$ cat src/rtl/eth_pkg.sv
// Shared RMII Ethernet definitions: transmit FSM states, framing constants and CRC-32 parameters.
package eth_pkg;

   typedef enum logic [2:0] {
      IDLE,
      PREAMBLE,
      DATA,
      PAD,
      FCS,
      IFG
   } tx_state_t;

   localparam int unsigned BYTE_W          = 8;
   localparam int unsigned DIBIT_W         = 2;
   localparam int unsigned CRC_W           = 32;
   localparam int unsigned BODY_CNT_W      = 6;
   localparam int unsigned PREAMBLE_DIBITS = 32;
   localparam int unsigned FCS_DIBITS      = 16;

   localparam logic [CRC_W-1:0]   CRC32_POLY = 32'hEDB88320;
   localparam logic [CRC_W-1:0]   CRC32_INIT = 32'hFFFFFFFF;
   localparam logic [DIBIT_W-1:0] SFD_DIBIT  = 2'b11;
   localparam logic [DIBIT_W-1:0] PRE_DIBIT  = 2'b01;

   // Body byte in flight; data doubles as the dibit shift register.
   typedef struct packed {
      logic              last;
      logic [BYTE_W-1:0] data;
   } tx_byte_t;

endpackage

$ cat src/rtl/crc32_dibit.sv
// Combinational reflected CRC-32 step over one dibit, bit 0 first; shared with the RMII receive path.
module crc32_dibit
   import eth_pkg::*;
(
   input  logic [CRC_W-1:0]   crc_in,
   input  logic [DIBIT_W-1:0] dibit,
   output logic [CRC_W-1:0]   crc_out_c
);

   always_comb begin
      crc_out_c = crc_in;
      for (int i = 0; i < int'(DIBIT_W); i++) begin
         if (crc_out_c[0] ^ dibit[i]) begin
            crc_out_c = (crc_out_c >> 1) ^ CRC32_POLY;
         end else begin
            crc_out_c = crc_out_c >> 1;
         end
      end
   end

endmodule

$ cat src/rtl/rmii_eth_tx.sv
// RMII transmitter: preamble/SFD, body with zero padding, CRC-32 FCS and inter-frame gap, two bits per clock.
module rmii_eth_tx
   import eth_pkg::*;
#(
   parameter int unsigned MIN_BODY   = 60,
   parameter int unsigned IFG_CYCLES = 48
) (
   input  logic               clk,
   input  logic               rstn,
   input  logic [BYTE_W-1:0]  in_data,
   input  logic               in_valid,
   input  logic               in_last,
   output logic               in_ready,
   output logic               eth_txen,
   output logic [DIBIT_W-1:0] eth_txd,
   output logic               busy,
   output logic               underrun
);

   localparam int unsigned CNT_W = 5;
   localparam int unsigned IFG_W = (IFG_CYCLES > 1) ? $clog2(IFG_CYCLES) : 1;

   localparam logic [CNT_W-1:0]      PRE_LAST = CNT_W'(PREAMBLE_DIBITS - 1);
   localparam logic [CNT_W-1:0]      SFD_POS  = CNT_W'(PREAMBLE_DIBITS - 2);
   localparam logic [CNT_W-1:0]      FCS_LAST = CNT_W'(FCS_DIBITS - 1);
   localparam logic [IFG_W-1:0]      IFG_LAST = IFG_W'(IFG_CYCLES - 1);
   localparam logic [BODY_CNT_W-1:0] BODY_MIN = BODY_CNT_W'(MIN_BODY);

   tx_state_t             state_q, state_d;
   logic [CNT_W-1:0]      cnt_q, cnt_d;
   logic [IFG_W-1:0]      ifg_q, ifg_d;
   tx_byte_t              cur_q, cur_d;
   logic [BODY_CNT_W-1:0] body_q, body_d, body_inc;
   logic [CRC_W-1:0]      crc_q, crc_d, crc_next;
   logic [DIBIT_W-1:0]    crc_dibit;

   logic                  txen_d, rdy_d, busy_d, under_d;
   logic [DIBIT_W-1:0]    txd_d;
   logic                  go_pre, go_byte, go_pad, go_fcs, go_ifg, go_under;

   // The state and counters describe the dibit currently on the wire.
   always_ff @(posedge clk or negedge rstn) begin
      if (!rstn) begin
         state_q  <= IDLE;
         cnt_q    <= '0;
         ifg_q    <= '0;
         cur_q    <= '0;
         body_q   <= '0;
         crc_q    <= CRC32_INIT;
         eth_txen <= 1'b0;
         eth_txd  <= '0;
         in_ready <= 1'b0;
         busy     <= 1'b0;
         underrun <= 1'b0;
      end else begin
         state_q  <= state_d;
         cnt_q    <= cnt_d;
         ifg_q    <= ifg_d;
         cur_q    <= cur_d;
         body_q   <= body_d;
         crc_q    <= crc_d;
         eth_txen <= txen_d;
         eth_txd  <= txd_d;
         in_ready <= rdy_d;
         busy     <= busy_d;
         underrun <= under_d;
      end
   end

   // Next body/pad dibit: a freshly accepted byte, the rest of the current byte, or pad zeros.
   always_comb begin
      crc_dibit = '0;
      if (in_ready && in_valid) begin
         crc_dibit = in_data[1:0];
      end else if (state_q == DATA && cnt_q[1:0] != 2'd3) begin
         crc_dibit = cur_q.data[3:2];
      end
   end

   assign body_inc = (body_q >= BODY_MIN) ? BODY_MIN : body_q + BODY_CNT_W'(1);

   crc32_dibit u_crc (
      .crc_in    (crc_q),
      .dibit     (crc_dibit),
      .crc_out_c (crc_next)
   );

   always_comb begin
      state_d  = state_q;
      cnt_d    = cnt_q;
      ifg_d    = ifg_q;
      cur_d    = cur_q;
      body_d   = body_q;
      crc_d    = crc_q;
      txen_d   = 1'b0;
      txd_d    = '0;
      rdy_d    = 1'b0;
      busy_d   = 1'b1;
      under_d  = 1'b0;
      go_pre   = 1'b0;
      go_byte  = 1'b0;
      go_pad   = 1'b0;
      go_fcs   = 1'b0;
      go_ifg   = 1'b0;
      go_under = 1'b0;

      unique case (state_q)
         IDLE: begin
            busy_d = 1'b0;
            go_pre = in_valid;
         end
         PREAMBLE: begin
            if (cnt_q == PRE_LAST) begin
               go_byte  = in_valid;
               go_under = !in_valid;
            end else begin
               cnt_d  = cnt_q + CNT_W'(1);
               txen_d = 1'b1;
               txd_d  = (cnt_q == SFD_POS) ? SFD_DIBIT : PRE_DIBIT;
               rdy_d  = (cnt_q == SFD_POS);
            end
         end
         DATA: begin
            if (cnt_q[1:0] != 2'd3) begin
               cnt_d      = cnt_q + CNT_W'(1);
               txen_d     = 1'b1;
               txd_d      = crc_dibit;
               crc_d      = crc_next;
               cur_d.data = cur_q.data >> 2;
               rdy_d      = (cnt_q[1:0] == 2'd2) && !cur_q.last;
            end else if (!cur_q.last) begin
               go_byte  = in_valid;
               go_under = !in_valid;
            end else begin
               go_pad = (body_q < BODY_MIN);
               go_fcs = (body_q >= BODY_MIN);
            end
         end
         PAD: begin
            if (cnt_q[1:0] != 2'd3) begin
               cnt_d  = cnt_q + CNT_W'(1);
               txen_d = 1'b1;
               txd_d  = crc_dibit;
               crc_d  = crc_next;
            end else begin
               go_pad = (body_q < BODY_MIN);
               go_fcs = (body_q >= BODY_MIN);
            end
         end
         FCS: begin
            if (cnt_q == FCS_LAST) begin
               go_ifg = 1'b1;
            end else begin
               cnt_d  = cnt_q + CNT_W'(1);
               txen_d = 1'b1;
               txd_d  = ~crc_q[1:0];
               crc_d  = {2'b00, crc_q[CRC_W-1:2]};
            end
         end
         IFG: begin
            if (ifg_q == IFG_LAST) begin
               // A waiting frame starts straight out of the gap, keeping busy high.
               if (in_valid) begin
                  go_pre = 1'b1;
               end else begin
                  state_d = IDLE;
                  busy_d  = 1'b0;
               end
            end else begin
               ifg_d = ifg_q + IFG_W'(1);
            end
         end
         default: begin
            state_d = IDLE;
            busy_d  = 1'b0;
         end
      endcase

      if (go_pre) begin
         state_d = PREAMBLE;
         cnt_d   = '0;
         txen_d  = 1'b1;
         txd_d   = PRE_DIBIT;
         crc_d   = CRC32_INIT;
         body_d  = '0;
         busy_d  = 1'b1;
      end
      if (go_byte) begin
         state_d    = DATA;
         cnt_d      = '0;
         cur_d.data = in_data;
         cur_d.last = in_last;
         body_d     = body_inc;
         txen_d     = 1'b1;
         txd_d      = crc_dibit;
         crc_d      = crc_next;
      end
      if (go_pad) begin
         state_d = PAD;
         cnt_d   = '0;
         cur_d   = '0;
         body_d  = body_inc;
         txen_d  = 1'b1;
         txd_d   = crc_dibit;
         crc_d   = crc_next;
      end
      if (go_fcs) begin
         state_d = FCS;
         cnt_d   = '0;
         txen_d  = 1'b1;
         txd_d   = ~crc_q[1:0];
         crc_d   = {2'b00, crc_q[CRC_W-1:2]};
      end
      if (go_under) begin
         under_d = 1'b1;
      end
      if (go_ifg || go_under) begin
         state_d = IFG;
         ifg_d   = '0;
      end
   end

endmodule
$ cat config.mk
export PLATFORM = sky130hd
export DESIGN_NAME = rmii_eth_tx
export DESIGN_NICKNAME = d
export VERILOG_FILES = /design/src/rtl/eth_pkg.sv /design/src/rtl/crc32_dibit.sv /design/src/rtl/rmii_eth_tx.sv
export SDC_FILE = /design/constraint.sdc
export NUM_CORES = 1
export LEC_CHECK = 0
export BUFFER_PORTS_ARGS = -buffer_cell sky130_fd_sc_hd__buf_2
export CAP_MARGIN = 20
export CORE_MARGIN = 3
export CORE_UTILIZATION = 43
export DETAILED_ROUTE_END_ITERATION = 10
export GPL_TIMING_DRIVEN = 0
export PLACE_DENSITY = 0.63
export SKIP_CTS_REPAIR_TIMING = 1
export SLEW_MARGIN = 20
export SYNTH_ARGS = -nofsm -noshare
export SYNTH_HDL_FRONTEND = slang
export SYNTH_HIERARCHICAL = 1
export SYNTH_SLANG_ARGS = --single-unit
$ cat constraint.sdc
create_clock -name clk -period 4.5 [get_ports clk]
set_clock_uncertainty 0.15 [all_clocks]
set_input_delay 0.675 -clock clk [delete_from_list [all_inputs] [get_ports clk]]
set_output_delay 0.675 -clock clk [all_outputs]
set_load 0.1 [all_outputs]
==> results by group <==
Final layout
  – Fillers: around 790
  – Proportion of layout cells with a drive suffix above 1: 0.278
  – Nets: between 400 and 500
  – Diodes inserted: 0
  – Reg area: between 1500 and 2000 um^2
  – Area of the multi-input gates: between 1500 and 2000 um^2
  – Area grow syn2layout: 12.3%

Floorplanning
  – Top-Level Pins: 18
  – Die ar.: between 10000 and 15000 um^2
  – Die Height: slightly above 100 um
  – CORE AREA: between 8000 and 9000 um^2
  – Die width: between 100 and 150 um
  – Cell row count: 34
  – Initial core utilization: 0.444

Detailed routing
  – Via count: ~2700
  – DRT iter0 DRCs: approximately 150
  – WL per Instance: between 15 and 20 um
  – # DRC: 0
  – Vias/cell: about 5.4
  – WL final: between 7000 and 8000 um
  – Pre-antenna DRT Iters: 4
  – Post-DRT Antenna Nets: 0

Critical path
  – Worst setup EP type: flip-flop
  – R2R depth: 8
  – CP required: about 4.6 ns
  – Worst setup SP type: flip-flop
  – Critical path peak fanout: 10
  – FF-to-FF setup slack: 1.52 ns
  – Critical setup path kind: flip-flop to flip-flop
  – Reg2Reg Launch Point: cnt_q[1]
  – CP arrival: between 3 and 4 ns
  – Worst r2r dst: crc_q[26]

Logic synthesis
  – Largest family of logic cells by synthesized area: simple AND/OR/NAND/NOR gates
  – Synth cell count leaders: mux2i_1 (37), inv_1 (36), dfrtp_1 (33), dfstp_2 (32), o22ai_1 (31)
  – Post-synth ARST share: 1.00
  – Most frequent cell after synthesis: mux2i_1
  – Post-synth top area cell: dfstp_2
  – Ys Warns: 6
  – Number of synthesized register bits: 65
  – Compound-gate portion of the synthesized area: 0.135
  – Top post-synthesis cells by area: dfstp_2 (22%), dfrtp_1 (21%), mux2i_1 (9.5%)
  – Cells after Synth: 367
  – Netlist Area Pre-Place: 3890 um^2
  – Synth Area in XOR/XNOR: 0.0897
  – Synth Area in Adders: 0.0225
  – Synth Flop Type: dfrtp_1
  – Post-synth EDFFs: 0
  – Mean Syn Cell Area: about 11 um^2
  – Post-synth cell types: 59
  – Sequential-to-total area share from yosys stat: 0.428
  – Top cell type's share of synthesized area: 0.216
  – Syn_nets: slightly below 400
  – Mux share of post-synthesis cell area: 0.101
  – Simple-gate share of the synthesized area: 0.135

Clock tree
  – Root Buffer: clkbuf_8
  – Clock Path Buffers: 2
  – Clock sink count: 65
  – Clock-pin slew on the worst setup and hold paths: approximately 0.07 ns
  – CTS buffer count: 9
  – Clock latency on the worst-skew pair: 0.35 ns
  – CTS tree: built
  – H-tree Lvls: 3

Global routing
  – Largest net degree at the start of global routing: 44
  – Vias in the first global route: about 2700
  – GRT Residual Overflow: 0
  – GRT Overall Usage: 0.169
  – First-pass GRT wire length: between 10000 and 15000 um
  – Initial antenna violation count: 0

STA
  – RSZ-0062 raised after global routing: no
  – Endpoints failing setup: 0
  – Max-slew violation count: 0
  – Hold Vio Cnt, Final: 0
  – Final WS setup: between 1.5 and 2 ns
  – Slew HR: 0.573
  – Max Fclk: roughly 340 MHz
  – Fin crit period: approximately 3.0 ns
  – Period utilisation layout: 0.662
  – Setup_tns: 0 ns
  – Least-Margin Pin Slew: ~0.64 ns

Placement
  – DPL Wire Length: between 5000 and 6000 um
  – Number of port buffers: 16
  – Gpl congestion: 0.866
  – Setup WS pre-CTS: approximately 1.4 ns

Run status
  – Status: finished clean

Power and ir drop
  – Leak: a little under 2 nW
  – Max IR drop VDD: 0.326 mV
  – PD cells: ~800 nW/um^2

Worst hold path
  – Hold Crit Class: input pin to async pin

Run
  – Max Cap Viol: 0
cell usage in the layout (no fill, tap or decap), types with 3 or more instances in the layout:
| cell type | instances |
|---|---|
| xor2_1 | 5 |
| dfrtp_1 | 33 |
| clkbuf_1 | 5 |
| or3_1 | 5 |
| nor2_1 | 22 |
| dfstp_2 | 32 |
| clkbuf_8 | 9 |
| buf_6 | 3 |
| o21ai_0 | 9 |
| bufinv_16 | 3 |
| a22o_1 | 3 |
| o21ai_1 | 5 |
| a211oi_1 | 4 |
| nor2b_1 | 4 |
| ha_1 | 7 |
| inv_1 | 36 |
| xnor2_1 | 15 |
| mux2i_1 | 37 |
| nand2b_1 | 5 |
| a21oi_1 | 5 |
| o22ai_1 | 31 |
| nand2_1 | 8 |
| a311oi_1 | 3 |
| nand4_1 | 6 |
| and3_1 | 5 |
| nor3_1 | 6 |
| buf_2 | 23 |
| nand3_1 | 7 |
| xor3_4 | 4 |
| buf_4 | 15 |
| nor3_2 | 3 |
worst max-delay path by stage:
stage / from / to / slack [ns] / cells after the start
after floorplan: in_ready / crc_q[23] / 1.81 / 7
after global placement: in_valid / crc_q[26] / 1.45 / 8
after detailed placement: in_valid / crc_q[26] / 1.45 / 8
after CTS: cnt_q[1] / crc_q[26] / 1.46 / 8
after global routing: cnt_q[0] / crc_q[26] / 1.29 / 8
final: cnt_q[1] / crc_q[26] / 1.52 / 8
cell type report:
type                            instances  share of cell area
Sequential cell                        65               0.381
Clock inverter                          6              0.0243
Clock buffer                           10              0.0292
Tap cell                              108              0.0309
Inverter                               36              0.0309
Multi-Input combinational cell        236               0.430
Buffer                                 30              0.0478
Timing Repair Buffer                   17              0.0252
report_power, final:
part           switching, mW  leakage, nW  internal (mW)  total, mW
Clock                  0.233        0.114          0.365      0.598
Sequential             0.193        0.751          0.945       1.14
Combinational          0.860         1.06          0.929       1.79
Total                   1.29         1.92           2.24       3.53
worst max-delay path: stages (launching register included):
cell and delay (ns):
dfrtp_1 0.43, ha_1 0.24, nor4b_4 0.59, a31o_2 0.31, xnor2_1 0.32, buf_4 0.34
xor3_1 0.24, o22ai_1 0.18, mux2i_1 0.10
registers in the layout, indices dropped and copies added, names as in the netlist:
name and cells:
eth_txd 2, ifg_q 6, state_q 3, busy 1, in_ready 1, eth_txen 1, body_q 6, cur_q 7
crc_q 32, underrun 1, cnt_q 5
stage by stage:
step | cell area [um^2] | hold slack [ns] | total power, mW | util | cells
after global routing | 4370 | 0.0836 | 3.80 | 0.499 | 508
after detailed placement | 4140 | 0.314 | 2.93 | 0.472 | 492
after CTS | 4370 | 0.0722 | 3.55 | 0.499 | 508
after global placement | 4110 | 0.312 | 2.88 | 0.469 | 491
final | 4370 | 0.0751 | 3.53 | 0.499 | 508
after floorplan | 3890 | 0.229 | 2.62 | - | 367
routing by layer:
layer,vias up,share of wire,global-route usage
met5,-,0,0
met3,9,0.033,0.0455
li1,1352,-,-
met2,49,0.44,0.240
met4,0,0.015,0.0573
met1,1331,0.52,0.249
logic make-up after synthesis:
| group | count (synthesis) |
|---|---|
| fa+ha+maj | 7 |
| buf+inv | 66 |
| xor+xnor | 27 |
| flops | 65 |
| mux | 39 |
| simple gates | 89 |
| compound gates | 74 |
Power figures use the tool's default switching activity.
